[src/rtl/vote_ctrl_n.sv]
// ---------------------------------------------------------------------------
// vote_ctrl_n : clocked N-voter ballot controller
//
// A start pulse in IDLE opens a voting window of at most WIN_CYC cycles.
// Each voter may cast one vote (vote_en[i] qualifies vote_yes[i]). The
// first vote from a voter is kept and later strobes are ignored. The window
// closes when the timer expires or when every voter has voted. abort cancels
// the window without publishing anything. A one-cycle TALLY state then
// publishes the held results with a single-cycle done pulse.
//
// Ports:
//   clk        system clock, all state on rising edge
//   rst        asynchronous active-high reset
//   start      open a voting window (sampled only in IDLE)
//   abort      cancel the open window, no result published
//   vote_en    [N]  per-voter vote strobe
//   vote_yes   [N]  per-voter ballot value, 1 = yes
//   busy       high while in VOTING or TALLY
//   done       one-cycle pulse when new results are valid
//   pass       motion passed
//   reject     motion failed
//   none_yes   no yes votes were counted
//   yes_cnt    [CW] number of yes votes
//   voted_cnt  [CW] number of voters that cast a vote
// ---------------------------------------------------------------------------
module vote_ctrl_n #(
  parameter int N         = 3,
  parameter int THRESH    = 2,
  parameter int CHAIR_EN  = 1,
  parameter int CHAIR_IDX = 2,
  parameter int WIN_CYC   = 8,
  localparam int CW       = $clog2(N + 1)
) (
  input  logic          clk,
  input  logic          rst,
  input  logic          start,
  input  logic          abort,
  input  logic [N-1:0]  vote_en,
  input  logic [N-1:0]  vote_yes,
  output logic          busy,
  output logic          done,
  output logic          pass,
  output logic          reject,
  output logic          none_yes,
  output logic [CW-1:0] yes_cnt,
  output logic [CW-1:0] voted_cnt
);

  // Timer holds WIN_CYC-1 down to 0; keep at least one bit.
  localparam int TW = (WIN_CYC > 1) ? $clog2(WIN_CYC) : 1;
  localparam logic [TW-1:0] TIMER_INIT = TW'(WIN_CYC - 1);
  localparam logic [TW-1:0] TIMER_ONE  = TW'(1);
  localparam logic [TW-1:0] TIMER_ZERO = TW'(0);
  localparam logic [CW-1:0] THRESH_CW  = CW'(THRESH);
  localparam logic [CW-1:0] CNT_ZERO   = CW'(0);

  typedef enum logic [1:0] {
    S_IDLE   = 2'd0,
    S_VOTING = 2'd1,
    S_TALLY  = 2'd2
  } state_t;

  // Count of set bits in a voter bus.
  function automatic logic [CW-1:0] popcount(input logic [N-1:0] v);
    logic [CW-1:0] cnt;
    cnt = CNT_ZERO;
    for (int i = 0; i < N; i++) begin
      cnt = cnt + CW'(v[i]);
    end
    return cnt;
  endfunction

  state_t        state_r;
  state_t        state_s;
  logic [N-1:0]  voted_r;
  logic [N-1:0]  ballot_r;
  logic [TW-1:0] timer_r;

  logic [N-1:0]  accept_s;
  logic          all_in_s;
  logic          timer_zero_s;
  logic [CW-1:0] yes_s;
  logic [CW-1:0] voted_s;
  logic          chair_ok_s;
  logic          pass_s;

  logic          busy_r;
  logic          done_r;
  logic          pass_r;
  logic          reject_r;
  logic          none_yes_r;
  logic [CW-1:0] yes_cnt_r;
  logic [CW-1:0] voted_cnt_r;

  // Vote acceptance and window-close conditions for the current cycle.
  always_comb begin
    accept_s     = vote_en & ~voted_r;        // first vote wins
    all_in_s     = &(voted_r | vote_en);      // votes in this cycle count
    timer_zero_s = (timer_r == TIMER_ZERO);
  end

  // Tally arithmetic, evaluated from the held ballot registers.
  always_comb begin
    yes_s   = popcount(ballot_r);
    voted_s = popcount(voted_r);
    if (CHAIR_EN == 0) begin
      chair_ok_s = 1'b1;
    end else begin
      chair_ok_s = ballot_r[CHAIR_IDX];
    end
    pass_s = (yes_s >= THRESH_CW) && chair_ok_s;
  end

  // Next-state logic; abort outranks window close in VOTING.
  always_comb begin
    state_s = state_r;
    case (state_r)
      S_IDLE: begin
        if (start) begin
          state_s = S_VOTING;
        end else begin
          state_s = S_IDLE;
        end
      end
      S_VOTING: begin
        if (abort) begin
          state_s = S_IDLE;
        end else if (timer_zero_s || all_in_s) begin
          state_s = S_TALLY;
        end else begin
          state_s = S_VOTING;
        end
      end
      S_TALLY: begin
        state_s = S_IDLE;
      end
      default: begin
        state_s = S_IDLE;
      end
    endcase
  end

  // State register.
  always_ff @(posedge clk or posedge rst) begin
    if (rst) begin
      state_r <= S_IDLE;
    end else begin
      state_r <= state_s;
    end
  end

  // Ballot, voted-mask and window timer registers.
  always_ff @(posedge clk or posedge rst) begin
    if (rst) begin
      voted_r  <= {N{1'b0}};
      ballot_r <= {N{1'b0}};
      timer_r  <= TIMER_ZERO;
    end else begin
      case (state_r)
        S_IDLE: begin
          if (start) begin
            voted_r  <= {N{1'b0}};
            ballot_r <= {N{1'b0}};
            timer_r  <= TIMER_INIT;
          end
        end
        S_VOTING: begin
          if (abort) begin
            voted_r  <= {N{1'b0}};
            ballot_r <= {N{1'b0}};
            timer_r  <= TIMER_ZERO;
          end else begin
            // Ballot bits of unvoted voters are still 0, so OR-in is safe.
            voted_r  <= voted_r | accept_s;
            ballot_r <= ballot_r | (accept_s & vote_yes);
            if (!timer_zero_s) begin
              timer_r <= timer_r - TIMER_ONE;
            end
          end
        end
        default: begin
          voted_r  <= voted_r;
          ballot_r <= ballot_r;
          timer_r  <= timer_r;
        end
      endcase
    end
  end

  // Published results and status outputs; results move only on TALLY.
  always_ff @(posedge clk or posedge rst) begin
    if (rst) begin
      busy_r      <= 1'b0;
      done_r      <= 1'b0;
      pass_r      <= 1'b0;
      reject_r    <= 1'b0;
      none_yes_r  <= 1'b0;
      yes_cnt_r   <= CNT_ZERO;
      voted_cnt_r <= CNT_ZERO;
    end else begin
      busy_r <= (state_s != S_IDLE);
      if (state_r == S_TALLY) begin
        done_r      <= 1'b1;
        pass_r      <= pass_s;
        reject_r    <= !pass_s;
        none_yes_r  <= (yes_s == CNT_ZERO);
        yes_cnt_r   <= yes_s;
        voted_cnt_r <= voted_s;
      end else begin
        done_r <= 1'b0;
      end
    end
  end

  assign busy      = busy_r;
  assign done      = done_r;
  assign pass      = pass_r;
  assign reject    = reject_r;
  assign none_yes  = none_yes_r;
  assign yes_cnt   = yes_cnt_r;
  assign voted_cnt = voted_cnt_r;

endmodule

[config.mk]
export PLATFORM = sky130hd
export DESIGN_NAME = vote_ctrl_n
export DESIGN_NICKNAME = d
export VERILOG_FILES = /design/src/rtl/vote_ctrl_n.sv
export SDC_FILE = /design/constraint.sdc
export NUM_CORES = 1
export LEC_CHECK = 0
export ABC_CLOCK_PERIOD_IN_PS = 1900
export BUFFER_PORTS_ARGS = -buffer_cell sky130_fd_sc_hd__buf_2
export CAP_MARGIN = 40
export CORE_MARGIN = 5
export CORE_UTILIZATION = 51
export CTS_CLUSTER_DIAMETER = 120
export DETAILED_ROUTE_END_ITERATION = 8
export GPL_ROUTABILITY_DRIVEN = 0
export GPL_TIMING_DRIVEN = 0
export MAX_ROUTING_LAYER = met4
export PLACE_DENSITY = 0.75
export SLEW_MARGIN = 0
export SYNTH_ARGS = -nofsm -noshare
export SYNTH_HDL_FRONTEND = slang
export SYNTH_SLANG_ARGS = --single-unit
[constraint.sdc]
create_clock -name clk -period 1.9 [get_ports clk]
set_clock_uncertainty 0.05 [all_clocks]
set_input_delay 0.19 -clock clk [delete_from_list [all_inputs] [get_ports clk]]
set_output_delay 0.19 -clock clk [all_outputs]
set_load 0.01 [all_outputs]
==> impl_metrics.tcl, run 1 <==
set metrics [dict create \
    worst_ep_required_time_ns 2.08 \
    insertedDiodeCount 0 \
    final.min_clock_period_ns 1.556 \
    setup_violations 0 \
    drcViolationCount 0 \
    report.final.slew_viol_count 0 \
    cts-root-buf "sky130_fd_sc_hd__clkbuf_4" \
    cts_made_buffers 3 \
    finalHoldViolations 0 \
    grt_use_total_pct 14.18 \
    cts_tree "built" \
    antenna_found_initial 0 \
    portBuffers 18 \
    synth_largest_type_area_fraction_pct 55.10 \
    insertion_delay_ns 0.30 \
    nNetsFinal 126 \
    grt_remaining_overflow 0 \
    max_slew.worst_pin.slew_ns 0.7249 \
    syn_nets 102 \
    detailroute.via_count 684 \
    die-height_um 52.21 \
    worst_ep_arrival_time_ns 1.74 \
    cts.path.max_buffers 2 \
    netlist-cell-type-count 24 \
    worst-path-max-fanout 6 \
    ys_warn_count 0 \
    antenna_viol_nets_final 0 \
    ys_ff_latch 20 \
    worst_min_path_class "input pin to flip-flop" \
    firstDrtPassIters 4 \
    cts_hold_repair.buffers 1 \
    leakagePower_nw 0.5678 \
    fmaxAchievable_mhz 642.8 \
    synth.area.top_cells "sky130_fd_sc_hd__dfrtp_1 55%, sky130_fd_sc_hd__nand2_1 6.6%, sky130_fd_sc_hd__fa_1 4.4%, sky130_fd_sc_hd__nor2_1 4.1%, sky130_fd_sc_hd__inv_1 3.7%" \
    first_global_vias 671 \
    vias_per_cell 5.029 \
    ctsResizeCount 0 \
    vdd.ir_drop.worst_mv 0.6911 \
    synth_area_um2 908.4 \
    critPathKind "flip-flop to flip-flop" \
    grt_setup_unrepaired "no" \
    floorplan.die.width_um 52.21 \
    drt_iter0_drc 8 \
    cts_sinks 20 \
    synthesis.instances 88 \
    worst_slew_margin_rel_pct 51.62 \
    synthesis.area_per_instance_um2 10.32 \
    detail_route.wl_per_cell_um 11.79 \
    htree_num_levels 1 \
    boundaryPins 19 \
    final_layout_size_suffix_gt1_share_pct 23.42 \
    detailed_place.area_um2 1030 \
    status "complete, no violations" \
    hpwlAfterDp_um 1239 \
    cts.repair_timing.setup_buffer_count 0 \
    start_util_pct 53.19 \
    grt_start_max_net_pins 21 \
    final_worst_path_cycle_share_pct 81.88 \
    powerDensity_nw_per_um2 1321 \
    floorplan.die_area_um2 2725 \
    drv.max_cap_violation_count 0 \
    tns_ns 0 \
    worstSetupStartpointType "flip-flop" \
    clk_pin_slew_worst_paths_ns 0.12 \
    grt_pass1_wl_um 2863 \
    timing.critical_path.to_type "flip-flop" \
    coreArea_um2 1708 \
    postRouteWirelength_um 1603 \
    area_growth_syn_to_layout_pct 20.25 \
    post_layout_instance_area_um2 1092 \
    std_cell_rows 15 \
    yosysTopAreaCell "sky130_fd_sc_hd__dfrtp_1" \
    synth_seq_area_share_pct 55.10 \
]
==> kinds of logic after synthesis <==
logic type | Yosys count | share of synthesized area (%)
simple gates | 34 | 18.46
compound gates | 18 | 13.22
flops | 20 | 55.10
mux | 1 | 1.102
fa+ha+maj | 4 | 7.162
buf+inv | 11 | 4.958
==> path summary, 6_finish.rpt <==
check                                       start                      to  slack, ns  cells after the start
max                        timer_r[0]$_DFFE_PP0P_  timer_r[1]$_DFFE_PP0P_       0.34                      5
min in group asynchronous                     rst    none_yes$_DFFE_PP0P_       0.49                      3
min                                    vote_en[0]  voted_r[0]$_DFFE_PP0P_       0.11                      3
max reg2reg                timer_r[0]$_DFFE_PP0P_  timer_r[1]$_DFFE_PP0P_       0.34                      5
min reg2reg                  none_yes$_DFFE_PP0P_    none_yes$_DFFE_PP0P_       0.43                      2
max in group asynchronous                     rst    state_r[1]$_DFF_PP0_       0.85                      3
==> sequential cells by signal, summed over array words and instances, names as in the netlist <==
name / count
done: 1
state_r: 2
timer_r: 3
pass: 1
reject: 1
voted_r: 3
yes_cnt: 2
none_yes: 1
voted_cnt: 2
ballot_r: 3
busy: 1
==> metrics by stage <==
stage	power, mW	hold slack (ns)	util (%)	cells	setup slack, ns
6_report	1.443	0.1090	63.96	136	0.3443
5_1_grt	1.566	0.1028	63.96	136	0.2320
4_1_cts	1.461	0.1036	63.96	136	0.3369
3_5_place_dp	1.112	0.3029	60.29	131	0.3618
3_3_place_gp	1.089	0.2940	60.29	131	0.3968
2_1_floorplan	0.9641	0.1038	-	88	0.4574
==> routing by layer <==
| layer | up-vias | global-route usage, % | part of all wire [%] |
|---|---|---|---|
| li1 | 348 | - | - |
| met1 | 321 | 16.73 | 46 |
| met2 | 13 | 24.90 | 48 |
| met3 | 2 | 2.564 | 5.2 |
| met4 | 0 | 3.830 | 0.37 |
| met5 | - | - | 0 |
==> report_power, final <==
group	total, mW	internal [mW]	leakage [nW]	switching (mW)
clock	0.343	0.213	0.0279	0.130
combinational	0.460	0.213	0.279	0.247
sequential	0.640	0.549	0.260	0.0912
==> final cells by class <==
class,instances,area [µm²]
multi-input combinational,57,362.8
clock buffer,3,22.52
timing repair buffer,19,100.1
fill,155,615.6
buffer,1,7.507
sequential,20,500.5
clock inverter,1,30.03
tap,25,31.28
inverter,10,37.54
==> critical path: stages, from the launching register on <==
cell	delay (ns)
sky130_fd_sc_hd__dfrtp_1	0.38
sky130_fd_sc_hd__inv_1	0.06
sky130_fd_sc_hd__ha_1	0.19
sky130_fd_sc_hd__ha_1	0.25
sky130_fd_sc_hd__or4_1	0.48
sky130_fd_sc_hd__nand3_1	0.09
==> layout by cell type, fill, tap and decap left out, types with 2 or more instances in the layout <==
cell type                  count
sky130_fd_sc_hd__buf_2        18
sky130_fd_sc_hd__inv_1         9
sky130_fd_sc_hd__nand2_1      16
sky130_fd_sc_hd__o21a_1        2
sky130_fd_sc_hd__o22ai_1       2
sky130_fd_sc_hd__a41oi_1       3
sky130_fd_sc_hd__ha_1          2
sky130_fd_sc_hd__nand3_1       2
sky130_fd_sc_hd__dfrtp_1      20
sky130_fd_sc_hd__fa_1          2
sky130_fd_sc_hd__o21ai_0       4
sky130_fd_sc_hd__clkbuf_4      3
sky130_fd_sc_hd__nor2_1       10
sky130_fd_sc_hd__a21oi_1       4
==> cells in the mapped netlist (all sizes together) <==
cell type,count
ha,2
fa,2
inv,10
buf,1
or4,1
o22ai,2
nand2b,2
nand3,2
a41oi,3
nor3b,2
nor2b,1
o21ai,4
dfrtp,20
mux2i,1
a21oi,4
o41ai,1
o32a,1
o31ai,1
o21a,2
nor2,10
nand2,16
Power figures use the tool's default switching activity.
==> run 2: changes to the inputs <==
- ABC_CLOCK_PERIOD_IN_PS: 1900 -> 1400
- CORE_UTILIZATION: 51 -> 46
- PLACE_DENSITY: 0.75 -> 0.72
- clock period: 1.9 -> 1.4 ns (I/O delays scaled with it)
==> impl_metrics.tcl, run 2 (synthesis results as in run 1) <==
set metrics [dict create \
    grt_setup_unrepaired "yes" \
    floorplan.die_area_um2 2963 \
    final_critical_path_setup_slack_ns -0.07916 \
    final_worst_path_cycle_share_pct 105.7 \
    htree_num_levels 1 \
    insertedDiodeCount 0 \
    die-height_um 54.44 \
    clockPowerShare_pct 16.6 \
    first_global_vias 699 \
    leakagePower_nw 0.5877 \
    finalHoldViolations 0 \
    worst_min_path_class "input pin to flip-flop" \
    worst_slew_margin_rel_pct 51.01 \
    power.combinational.fraction_pct 39.4 \
    cts_tree "built" \
    fmaxAchievable_mhz 676.1 \
    vias_per_cell 4.979 \
    detail_route.wl_per_cell_um 12.45 \
    clk_pin_slew_worst_paths_ns 0.11 \
    cts_made_buffers 3 \
    drcViolationCount 0 \
    worst-path-max-fanout 2 \
    max_slew.worst_pin.slew_ns 0.7340 \
    violations "setup timing" \
    antenna_viol_nets_final 0 \
    insertion_delay_ns 0.30 \
    drt_iter0_drc 6 \
    coreArea_um2 1922 \
    nNetsFinal 131 \
    layout.cells.most_common "sky130_fd_sc_hd__dfrtp_1" \
    grt_pass1_wl_um 2946 \
    area_growth_syn_to_layout_pct 26.31 \
    timing.critical_path.to_type "flip-flop" \
    reg_top3 "ballot_r: 3 flops, timer_r: 3 flops, voted_r: 3 flops" \
    grt_start_max_net_pins 21 \
    floorplan.die.width_um 54.44 \
    boundaryPins 19 \
    worstSetupStartpointType "flip-flop" \
    post_layout_instance_area_um2 1147 \
    vdd.ir_drop.worst_mv 0.9428 \
    grt_remaining_overflow 0 \
    portBuffers 18 \
    post-route-util_pct 59.70 \
    net-switching-power_mw 0.6915 \
    drv.max_cap_violation_count 0 \
    power.share.switching_pct 34.76 \
    critPathKind "flip-flop to flip-flop" \
    intPower_mw 1.298 \
    antenna_found_initial 0 \
    postRouteWirelength_um 1780 \
    detailroute.via_count 712 \
    detailed_place.area_um2 1047 \
    powerDensity_nw_per_um2 1734 \
    setup_violations 2 \
    worst_ep_required_time_ns 1.59 \
    final.min_clock_period_ns 1.479 \
    status "finished, violations left" \
    worst_case_setup_slack_after_placement_ns -0.07629 \
    worst_ep_arrival_time_ns 1.67 \
    layout_common_cells "20 x sky130_fd_sc_hd__dfrtp_1, 18 x sky130_fd_sc_hd__buf_2, 16 x sky130_fd_sc_hd__nand2_1" \
    report.final.slew_viol_count 0 \
    cts_sinks 20 \
    cts-root-buf "sky130_fd_sc_hd__clkbuf_4" \
    grt_use_total_pct 14.67 \
    final_layout_size_suffix_gt1_share_pct 31.90 \
    firstDrtPassIters 6 \
    cts.path.max_buffers 2 \
    power.share.sequential_pct 44.0 \
    hpwlAfterDp_um 1276 \
    std_cell_rows 16 \
    tns_ns -0.09674 \
    start_util_pct 47.27 \
]
[run 2: path summary, 6_finish.rpt]
check | startpoint | to | slack, ns | depth (start not counted)
max | timer_r[0]$_DFFE_PP0P_ | timer_r[1]$_DFFE_PP0P_ | -0.08 | 5
min | vote_en[2] | voted_r[2]$_DFFE_PP0P_ | 0.07 | 3
max reg2reg | timer_r[0]$_DFFE_PP0P_ | timer_r[1]$_DFFE_PP0P_ | -0.08 | 5
min reg2reg | yes_cnt[1]$_DFFE_PP0P_ | yes_cnt[1]$_DFFE_PP0P_ | 0.43 | 2
max in group asynchronous | rst | state_r[1]$_DFF_PP0_ | 0.39 | 3
min in group asynchronous | rst | yes_cnt[0]$_DFFE_PP0P_ | 0.45 | 3
[run 2: routing by layer]
metal | GRT usage [%] | vias to the layer above | routed length [µm]
met3 | 4.087 | 2 | 97
met4 | 7.469 | 0 | 12
met1 | 16.55 | 336 | 795
li1 | - | 352 | -
met2 | 23.71 | 22 | 874
met5 | - | - | 0
[run 2: area by class of cell]
class | instances | area (µm²)
clock buffers | 4 | 36.28
fillers | 195 | 774.5
repair buffers | 24 | 137.6
multi-input cells | 57 | 394.1
well taps | 27 | 33.78
plain buffers | 1 | 7.507
flip-flops and latches | 20 | 500.5
inverters | 10 | 37.54
[run 2: worst max-delay path, stage by stage, from the launching register on]
cell and delay, ns:
sky130_fd_sc_hd__dfrtp_1 0.38, sky130_fd_sc_hd__inv_1 0.05, sky130_fd_sc_hd__ha_2 0.19, sky130_fd_sc_hd__ha_4 0.16, sky130_fd_sc_hd__or4_1 0.50, sky130_fd_sc_hd__nand3_1 0.09
[run 2: metrics by stage]
| stage | power (mW) | hold slack, ns | instances |
|---|---|---|---|
| after floorplan | 1.345 | 0.05383 | 88 |
| after detailed placement | 1.568 | 0.2527 | 133 |
| after CTS | 1.931 | 0.05554 | 140 |
| after global routing | 2.153 | 0.08989 | 143 |
| after global placement | 1.513 | 0.2511 | 133 |
| final | 1.990 | 0.06646 | 143 |
[run 2: power by group through the flow]
stage          Clock [mW]  Combinational, mW  Sequential (mW)
2_1_floorplan           0              0.440            0.905
3_3_place_gp            0              0.640            0.873
3_5_place_dp            0              0.681            0.888
4_1_cts             0.350              0.711            0.871
5_1_grt             0.370              0.883            0.900
6_report            0.330              0.783            0.876
[run 2: repair_timing]
item / CTS / global route
hold endpoints to repair: 20 / 0
pin swaps: 2 / 0
setup endpoints to repair: 1 / 6
hold buffers: 1 / 0
resized for setup: 0 / 5
setup buffers: 2 / 3
==> run 3: changes to the inputs <==
- CORE_UTILIZATION: 46 -> 45
- PLACE_DENSITY: 0.72 -> 0.7
==> impl_metrics.tcl, run 3 (synthesis results as in run 1) <==
set metrics [dict create \
    status "finished, violations left" \
    violations "setup timing" \
    reg_top3 "ballot_r: 3 flops, timer_r: 3 flops, voted_r: 3 flops" \
    cts-root-buf "sky130_fd_sc_hd__clkbuf_4" \
    detail_route.wl_per_cell_um 12.65 \
    power_mw 1.954 \
    final_worst_path_cycle_share_pct 104.4 \
    final.min_clock_period_ns 1.462 \
    setup_violations 2 \
    fmaxAchievable_mhz 683.9 \
    grt_pass1_wl_um 2877 \
    drv.max_cap_violation_count 0 \
    report.final.slew_viol_count 0 \
    grt_setup_unrepaired "yes" \
    postRouteWirelength_um 1796 \
    intPower_mw 1.266 \
    cts_made_buffers 3 \
    worstSetupStartpointType "flip-flop" \
    worst-path-max-fanout 2 \
    timing.reg2reg.setup_slack_ns -0.06 \
    cts.path.max_buffers 2 \
    start_util_pct 46.78 \
    worst_case_setup_slack_after_placement_ns -0.05363 \
    grt_remaining_overflow 0 \
    powerDensity_nw_per_um2 1722 \
    critPathKind "flip-flop to flip-flop" \
    final_critical_path_setup_slack_ns -0.06227 \
    boundaryPins 19 \
    grt_use_total_pct 13.79 \
    worst_ep_arrival_time_ns 1.64 \
    vias_per_cell 4.908 \
    clk_pin_slew_worst_paths_ns 0.10 \
    fillerInstances 176 \
    holdCritStartpoint "vote_en[2]" \
    antenna_found_initial 0 \
    drt_iter0_drc 16 \
    area_growth_syn_to_layout_pct 24.93 \
    timing.critical_path.to_type "flip-flop" \
    power.combinational.fraction_pct 42.5 \
    floorplan.die.width_um 54.93 \
    cts_tree "built" \
    tns_ns -0.06716 \
    first_global_vias 663 \
    cts_sinks 20 \
    net-switching-power_mw 0.6876 \
    layout.cells.most_common "sky130_fd_sc_hd__dfrtp_1" \
    clockPowerShare_pct 13.0 \
    timing.hold.worst_path_depth 3 \
    portBuffers 18 \
    leakagePower_nw 0.5846 \
    worst_slew_margin_rel_pct 50.93 \
    detailroute.via_count 697 \
    coreArea_um2 1942 \
    die-height_um 54.93 \
    firstDrtPassIters 4 \
    finalHoldViolations 0 \
    max_slew.worst_pin.slew_ns 0.7352 \
    nNetsFinal 131 \
    drcViolationCount 0 \
    htree_num_levels 1 \
    grt_start_max_net_pins 21 \
    floorplan.die_area_um2 3017 \
    vdd.ir_drop.worst_mv 0.8283 \
    insertedDiodeCount 0 \
    detailed_place.area_um2 1047 \
    worstReg2RegStart "timer_r[0]$_DFFE_PP0P_" \
    worst_ep_required_time_ns 1.58 \
    hpwlAfterDp_um 1241 \
    critical_path.reg2reg.endpoint "timer_r[1]$_DFFE_PP0P_" \
    post_layout_instance_area_um2 1135 \
    worst_min_path_class "input pin to flip-flop" \
    std_cell_rows 16 \
    power.share.sequential_pct 44.5 \
    layout_common_cells "20 x sky130_fd_sc_hd__dfrtp_1, 18 x sky130_fd_sc_hd__buf_2, 16 x sky130_fd_sc_hd__nand2_1" \
    worst_case_reg_to_reg_path_depth 5 \
    antenna_viol_nets_final 0 \
    hold_critical_path_endpoint "voted_r[2]$_DFFE_PP0P_" \
    insertion_delay_ns 0.29 \
    power.share.switching_pct 35.19 \
    final_layout_size_suffix_gt1_share_pct 31.30 \
]
==> run 3: critical path, cell delays in order (launching register included) <==
cell                      delay (ns)
sky130_fd_sc_hd__dfrtp_1        0.37
sky130_fd_sc_hd__inv_1          0.05
sky130_fd_sc_hd__ha_2           0.19
sky130_fd_sc_hd__ha_4           0.16
sky130_fd_sc_hd__or4_4          0.52
sky130_fd_sc_hd__nand3_2        0.07
==> run 3: per-layer routing <==
layer	global-route usage, %	vias to the layer above	wire, µm
li1	-	352	-
met1	16.98	326	818
met2	21.65	17	878
met3	3.217	2	85
met4	6.073	0	13
met5	-	-	0
==> run 3: power groups by stage <==
stage	registers (mW)	clock network (mW)	logic, mW
floorplan	0.905	0	0.440
global placement	0.874	0	0.643
detailed placement	0.886	0	0.670
CTS	0.863	0.265	0.730
global route	0.891	0.289	0.931
finish	0.870	0.254	0.830
==> run 3: worst max-delay path by stage <==
stage,start,to,slack [ns],cells past startpoint
6_report,timer_r[0]$_DFFE_PP0P_,timer_r[1]$_DFFE_PP0P_,-0.06,5
2_1_floorplan,timer_r[1]$_DFFE_PP0P_,timer_r[1]$_DFFE_PP0P_,0.007,5
5_1_grt,timer_r[0]$_DFFE_PP0P_,timer_r[1]$_DFFE_PP0P_,-0.09,5
4_1_cts,timer_r[0]$_DFFE_PP0P_,timer_r[1]$_DFFE_PP0P_,-0.03,5
3_3_place_gp,timer_r[0]$_DFFE_PP0P_,timer_r[1]$_DFFE_PP0P_,-0.04,5
3_5_place_dp,timer_r[1]$_DFFE_PP0P_,timer_r[1]$_DFFE_PP0P_,-0.05,5
==> run 3: per-stage QoR <==
| stage | util [%] | hold slack (ns) | std cells |
|---|---|---|---|
| after global routing | 58.44 | 0.09017 | 142 |
| final | 58.44 | 0.08053 | 142 |
| after floorplan | - | 0.05383 | 88 |
| after CTS | 56.77 | 0.07178 | 140 |
| after global placement | 53.93 | 0.2514 | 133 |
| after detailed placement | 53.93 | 0.2492 | 133 |
==> run 3: cell type report <==
class,instances,area [µm²],share of cell area (%)
multi-input cells,57,395.4,34.84
inverters,10,37.54,3.308
repair buffers,24,137.6,12.13
clock buffers,3,22.52,1.985
flip-flops and latches,20,500.5,44.10
plain buffers,1,7.507,0.6615
well taps,27,33.78,2.977
==> run 3: timing repair <==
action | 4_1_cts | 5_1_grt
resized for setup | 0 | 5
cloned | 0 | 0
setup endpoints to repair | 1 | 4
hold buffers | 1 | 0
hold endpoints to repair | 20 | 0
pin swaps | 2 | 0
buffers inserted | 3 | 2
